[config.mk]
export PLATFORM = sky130hd
export DESIGN_NAME = divr1r2r3
export DESIGN_NICKNAME = d
export VERILOG_FILES = /design/src/rtl/divr1r2r3.sv
export SDC_FILE = /design/constraint.sdc
export NUM_CORES = 1
export LEC_CHECK = 0
export ABC_AREA = 1
export CAP_MARGIN = 5
export CORE_UTILIZATION = 36
export CTS_CLUSTER_SIZE = 24
export DETAILED_ROUTE_END_ITERATION = 10
export PLACE_DENSITY = 0.65
export SYNTH_ARGS = -nofsm -noshare
export SYNTH_HDL_FRONTEND = slang
export SYNTH_SLANG_ARGS = --single-unit
export TNS_END_PERCENT = 30
[constraint.sdc]
create_clock -name clk -period 4.5 [get_ports clk]
set_input_delay 1.125 -clock clk [delete_from_list [all_inputs] [get_ports clk]]
set_output_delay 1.125 -clock clk [all_outputs]
set_load 0.1 [all_outputs]
[src/rtl/divr1r2r3.sv]
// Iterative restoring divider for the ALU: r1 = r2 / r3, rem = r2 % r3,
// one quotient bit per clock, with n/z/c/v flags matching the multiplier.
module divr1r2r3 #(
  parameter int WIDTH  = 32,
  parameter bit SIGNED = 1'b1
) (
  input  logic             clk,
  input  logic             rst_n,
  input  logic             start,
  input  logic [WIDTH-1:0] r2,
  input  logic [WIDTH-1:0] r3,
  output logic             busy,
  output logic             done,
  output logic [WIDTH-1:0] r1,
  output logic [WIDTH-1:0] rem,
  output logic             n,
  output logic             z,
  output logic             c,
  output logic             v
);

  localparam int CW = $clog2(WIDTH + 1);
  localparam logic [WIDTH-1:0] MOST_NEG = {1'b1, {(WIDTH-1){1'b0}}};

  typedef enum logic [2:0] {IDLE, LOAD, CALC, FIX, DONE} state_t;

  state_t           state;
  logic [WIDTH-1:0] a_q;
  logic [WIDTH-1:0] b_q;
  logic [WIDTH-1:0] dvd;
  logic [WIDTH-1:0] dvs;
  logic [WIDTH-1:0] part;
  logic [CW-1:0]    cnt;
  logic             sign_q;
  logic             sign_r;

  logic             neg_a;
  logic             neg_b;
  logic [WIDTH:0]   shifted;
  logic [WIDTH:0]   trial;
  logic [WIDTH-1:0] q_fix;
  logic [WIDTH-1:0] r_fix;

  function automatic logic [WIDTH-1:0] negate(input logic [WIDTH-1:0] x);
    return (~x) + WIDTH'(1);
  endfunction

  function automatic logic [WIDTH-1:0] magnitude(input logic [WIDTH-1:0] x, input logic s);
    return s ? negate(x) : x;
  endfunction

  assign neg_a = SIGNED && a_q[WIDTH-1];
  assign neg_b = SIGNED && b_q[WIDTH-1];

  // dvd shifts left each step: dividend bits leave the top, quotient bits enter the bottom
  assign shifted = {part, dvd[WIDTH-1]};
  assign trial   = shifted - {1'b0, dvs};

  assign q_fix = sign_q ? negate(dvd)  : dvd;
  assign r_fix = sign_r ? negate(part) : part;

  always_ff @(posedge clk or negedge rst_n) begin
    if (!rst_n) begin
      state  <= IDLE;
      busy   <= 1'b0;
      done   <= 1'b0;
      r1     <= '0;
      rem    <= '0;
      n      <= 1'b0;
      z      <= 1'b0;
      c      <= 1'b0;
      v      <= 1'b0;
      a_q    <= '0;
      b_q    <= '0;
      dvd    <= '0;
      dvs    <= '0;
      part   <= '0;
      cnt    <= '0;
      sign_q <= 1'b0;
      sign_r <= 1'b0;
    end else begin
      case (state)
        IDLE: begin
          done <= 1'b0;
          if (start) begin
            a_q   <= r2;
            b_q   <= r3;
            busy  <= 1'b1;
            state <= LOAD;
          end
        end

        LOAD: begin
          sign_q <= neg_a ^ neg_b;
          sign_r <= neg_a;
          dvd    <= magnitude(a_q, neg_a);
          dvs    <= magnitude(b_q, neg_b);
          if (b_q == '0) begin
            r1    <= '1;
            rem   <= a_q;
            n     <= 1'b1;
            z     <= 1'b0;
            c     <= 1'b1;
            v     <= 1'b0;
            done  <= 1'b1;
            state <= DONE;
          end else if (SIGNED && (a_q == MOST_NEG) && (b_q == '1)) begin
            // Quotient 2^(WIDTH-1) is unrepresentable; wrap like the hardware would
            r1    <= a_q;
            rem   <= '0;
            n     <= a_q[WIDTH-1];
            z     <= 1'b0;
            c     <= 1'b0;
            v     <= 1'b1;
            done  <= 1'b1;
            state <= DONE;
          end else begin
            part  <= '0;
            cnt   <= CW'(WIDTH);
            state <= CALC;
          end
        end

        CALC: begin
          if (!trial[WIDTH]) begin
            part <= trial[WIDTH-1:0];
            dvd  <= {dvd[WIDTH-2:0], 1'b1};
          end else begin
            part <= shifted[WIDTH-1:0];
            dvd  <= {dvd[WIDTH-2:0], 1'b0};
          end
          cnt <= cnt - CW'(1);
          if (cnt == CW'(1)) state <= FIX;
        end

        FIX: begin
          r1    <= q_fix;
          rem   <= r_fix;
          n     <= q_fix[WIDTH-1];
          z     <= (q_fix == '0);
          c     <= 1'b0;
          v     <= 1'b0;
          done  <= 1'b1;
          state <= DONE;
        end

        DONE: begin
          done  <= 1'b0;
          busy  <= 1'b0;
          state <= IDLE;
        end

        default: begin
          done  <= 1'b0;
          busy  <= 1'b0;
          state <= IDLE;
        end
      endcase
    end
  end

endmodule

==> summary.txt <==
Maxcap violations: 0
Crit Reg-Reg Startpoint: b_q[1]
Crit start category: flip-flop
Core ar.: 43,500 sq um
Detailed Route Iter0 Violations: 1,257
Predominant post-synthesis flop cell: sky130_fd_sc_hd__dfrtp_1
Hold bufs inserted after CTS: 0
Clock Latency Late Sink: 0.58 ns
Per-cell routed wire length: 18.6 microns
Top cells by instance count after synthesis: sky130_fd_sc_hd__nand2_1, sky130_fd_sc_hd__inv_1, sky130_fd_sc_hd__nor2_1, sky130_fd_sc_hd__dfrtp_1, sky130_fd_sc_hd__nand3_1
Antenna-violating nets left: 0
Maximum cell stage delay along the critical path: 1.19 ns
X dimension of the die: 213 microns
Antenna violations before repair: 1
Non-filler cells, final: 3,010
Sum of negative setup slack: 0 ns
Detailed Place HPWL: 43,500 microns
Final routed wirelength across all metal layers: 56,000 microns
Number of warnings issued by yosys: 0
TritonCTS clock tree: done
Endpoint kind of the worst setup timing path: output port
Full die area: 45,300 sq um
GP Congestion: 0.983
DRC violations left: 0
Worst setup path category: reg2out
Max Fclk: 0.296 GHz
CP arrival: 2.25 ns
Vertical extent of the die: 213 microns
Number of enable flip-flop cells after synthesis: 0
Clock-pin slew on the worst setup and hold paths: 0.06 ns
Largest net degree at the start of global routing: 104
Final period demand of the worst path: 3.38 ns
Clock buffer depth: 3
Setup-failing EPs final: 0
Async set-reset flop share out of synthesis: 1.00
Worst setup path start: rem[30]
Sequential area share after synthesis: 0.375
First-pass GRT wire length: 85,700 microns
Most frequently used cell type in the post-synthesis netlist: sky130_fd_sc_hd__nand2_1
CP required: 3.38 ns
Total iterations of the first detailed-routing run: 6
Share of final-layout standard cells stronger than drive strength 1: 0.0639
DR vias/cell: 5.29
Cell class contributing the biggest share of worst-path delay: buffers and inverters
Mapped Avg Cell Area: 6.96 sq um
Distinct cell type count of the synthesized netlist: 51
Setup repair bufs after CTS: 0
Unrepaired setup endpoints after global routing: no
Count of vias placed by the detailed router: 15,936
Overflow after GRT: 0
Port Buffers: 136
Final clock skew: 0.0285 ns
Number of CTS-inserted buffers: 29
Total number of H-tree levels: 1
Max FO, Critical Path: 2
Fill cell instance count of the final layout: 4,469
Post-Synthesis Cells: 2,299
Post-synthesis to final-layout area growth: 17.7%
Post-placement cell count: 2,958
CTS root buf: sky130_fd_sc_hd__clkbuf_16
Endpoints failing hold: 0
Fraction of the cycle the final worst path needs: 0.750
Effective utilization at floorplan: 0.368
Library cell occupying the most area in the post-synthesis netlist: sky130_fd_sc_hd__dfrtp_1
Post-cts resize count: 0
Top-level I/O count: 137
Critical path buffers and inverters: 1
Type of the worst min-delay path: reg2reg
Chain of cells forming the critical path: clkdlybuf4s50_1
Hold Startpoint: c
Overall global routing resource usage: 0.247
Most area-consuming cells after synthesis: sky130_fd_sc_hd__dfrtp_1, sky130_fd_sc_hd__nand2_1, sky130_fd_sc_hd__nand3_1
Transition time at the pin with the least slew margin: 1.15 ns
Post-synthesis net count: 2,406
Area share of the largest cell type after synthesis: 0.375
Slowest stage cell on the critical path: sky130_fd_sc_hd__clkdlybuf4s50_1
Outcome: finished, final reports clean
Number of rows created at floorplan: 76
Number of synthesized register bits: 240
Max-slew violations: 0
Net count of the finished layout: 2,511
R2R setup slack: 1.32 ns
Cell area after synthesis: 16,000 sq um
Max transition margin: 0.229
Via count of the first global-routing pass: 14,994
Clock sink count: 240
-- path summary, 6_finish.rpt --
kind / to / depth (start not counted)
max reg2reg: rem[15] / 14
min: c / 2
max in group asynchronous: b_q[23] / 2
min reg2reg: c / 2
min in group asynchronous: rem[0] / 1
max: rem[30] / 1
-- placed cells by master, fill, tap and decap left out, types with 8 or more instances in the layout --
master                            Yosys  layout
sky130_fd_sc_hd__inv_2               14      15
sky130_fd_sc_hd__o21bai_1            10      10
sky130_fd_sc_hd__a21oi_1            129     129
sky130_fd_sc_hd__o21ai_1             10      10
sky130_fd_sc_hd__xnor2_1             16      16
sky130_fd_sc_hd__buf_4                3      14
sky130_fd_sc_hd__ha_1                39      39
sky130_fd_sc_hd__nor2_1             256     255
sky130_fd_sc_hd__o211ai_1            21      21
sky130_fd_sc_hd__clkdlybuf4s50_1      0     135
sky130_fd_sc_hd__o22ai_1             19      19
sky130_fd_sc_hd__o21ai_0            129     129
sky130_fd_sc_hd__xor2_1              40      40
sky130_fd_sc_hd__nand3_1            210     209
sky130_fd_sc_hd__nand2_4              8       8
sky130_fd_sc_hd__clkbuf_1            41       8
sky130_fd_sc_hd__nor2_2               9       9
sky130_fd_sc_hd__nand4_1             30      30
sky130_fd_sc_hd__dfrtp_1            240     240
sky130_fd_sc_hd__nand2_2             26      26
sky130_fd_sc_hd__o221ai_1            30      30
sky130_fd_sc_hd__nand2_1            633     633
sky130_fd_sc_hd__nor3_1              25      25
sky130_fd_sc_hd__inv_1              257     256
sky130_fd_sc_hd__clkbuf_16            0      29
sky130_fd_sc_hd__o21ai_2             11      11
-- per-layer routing --
layer	vias to the layer above	GRT usage	wire [microns]
met4	0	0.0997	2370
met2	576	0.383	24600
met5	-	0	0
li1	7700	-	-
met3	115	0.0450	3790
met1	7545	0.338	25300
-- metrics by stage --
| stage | hold slack, ns | cell area [sq um] | util | worst slack (ns) |
|---|---|---|---|---|
| 3_3_place_gp | 0.467 | 17900 | 0.411 | 1.44 |
| 6_report | 0.480 | 18800 | 0.433 | 1.12 |
| 5_1_grt | 0.507 | 18800 | 0.433 | 1.05 |
| 2_1_floorplan | 0.449 | 16000 | - | 2.04 |
| 4_1_cts | 0.481 | 18800 | 0.433 | 1.12 |
| 3_5_place_dp | 0.467 | 17900 | 0.411 | 1.39 |
-- registers in the layout, summed over array words and instances, names as in the netlist, 3 cells and up --
signal / cells
a_q: 32
b_q: 32
cnt: 6
dvd: 32
dvs: 32
part: 32
r1: 32
rem: 32
state: 3
-- layout make-up --
| type | count | area, sq um | area share |
|---|---|---|---|
| clock inverters | 8 | 121 | 0.00644 |
| multi-input cells | 1705 | 8570 | 0.455 |
| inverters | 275 | 1030 | 0.0548 |
| repair buffers | 153 | 1530 | 0.0813 |
| well taps | 585 | 732 | 0.0389 |
| flip-flops and latches | 240 | 6010 | 0.319 |
| clock buffers | 43 | 838 | 0.0445 |
| diodes | 1 | 2.50 | 0.000133 |
-- cell families after synthesis --
logic type               share of synthesized area
XOR/XNOR                                    0.0307
adder cells (fa/ha/maj)                     0.0318
AND/OR/NAND/NOR                              0.327
buffers and inverters                       0.0902
multiplexers                               0.00493
AO/OA/AOI/OAI                                0.140
flip-flops                                   0.375
Power is not shown: default switching activity piles up to over one toggle a cycle in this logic, so the estimate is an artifact.
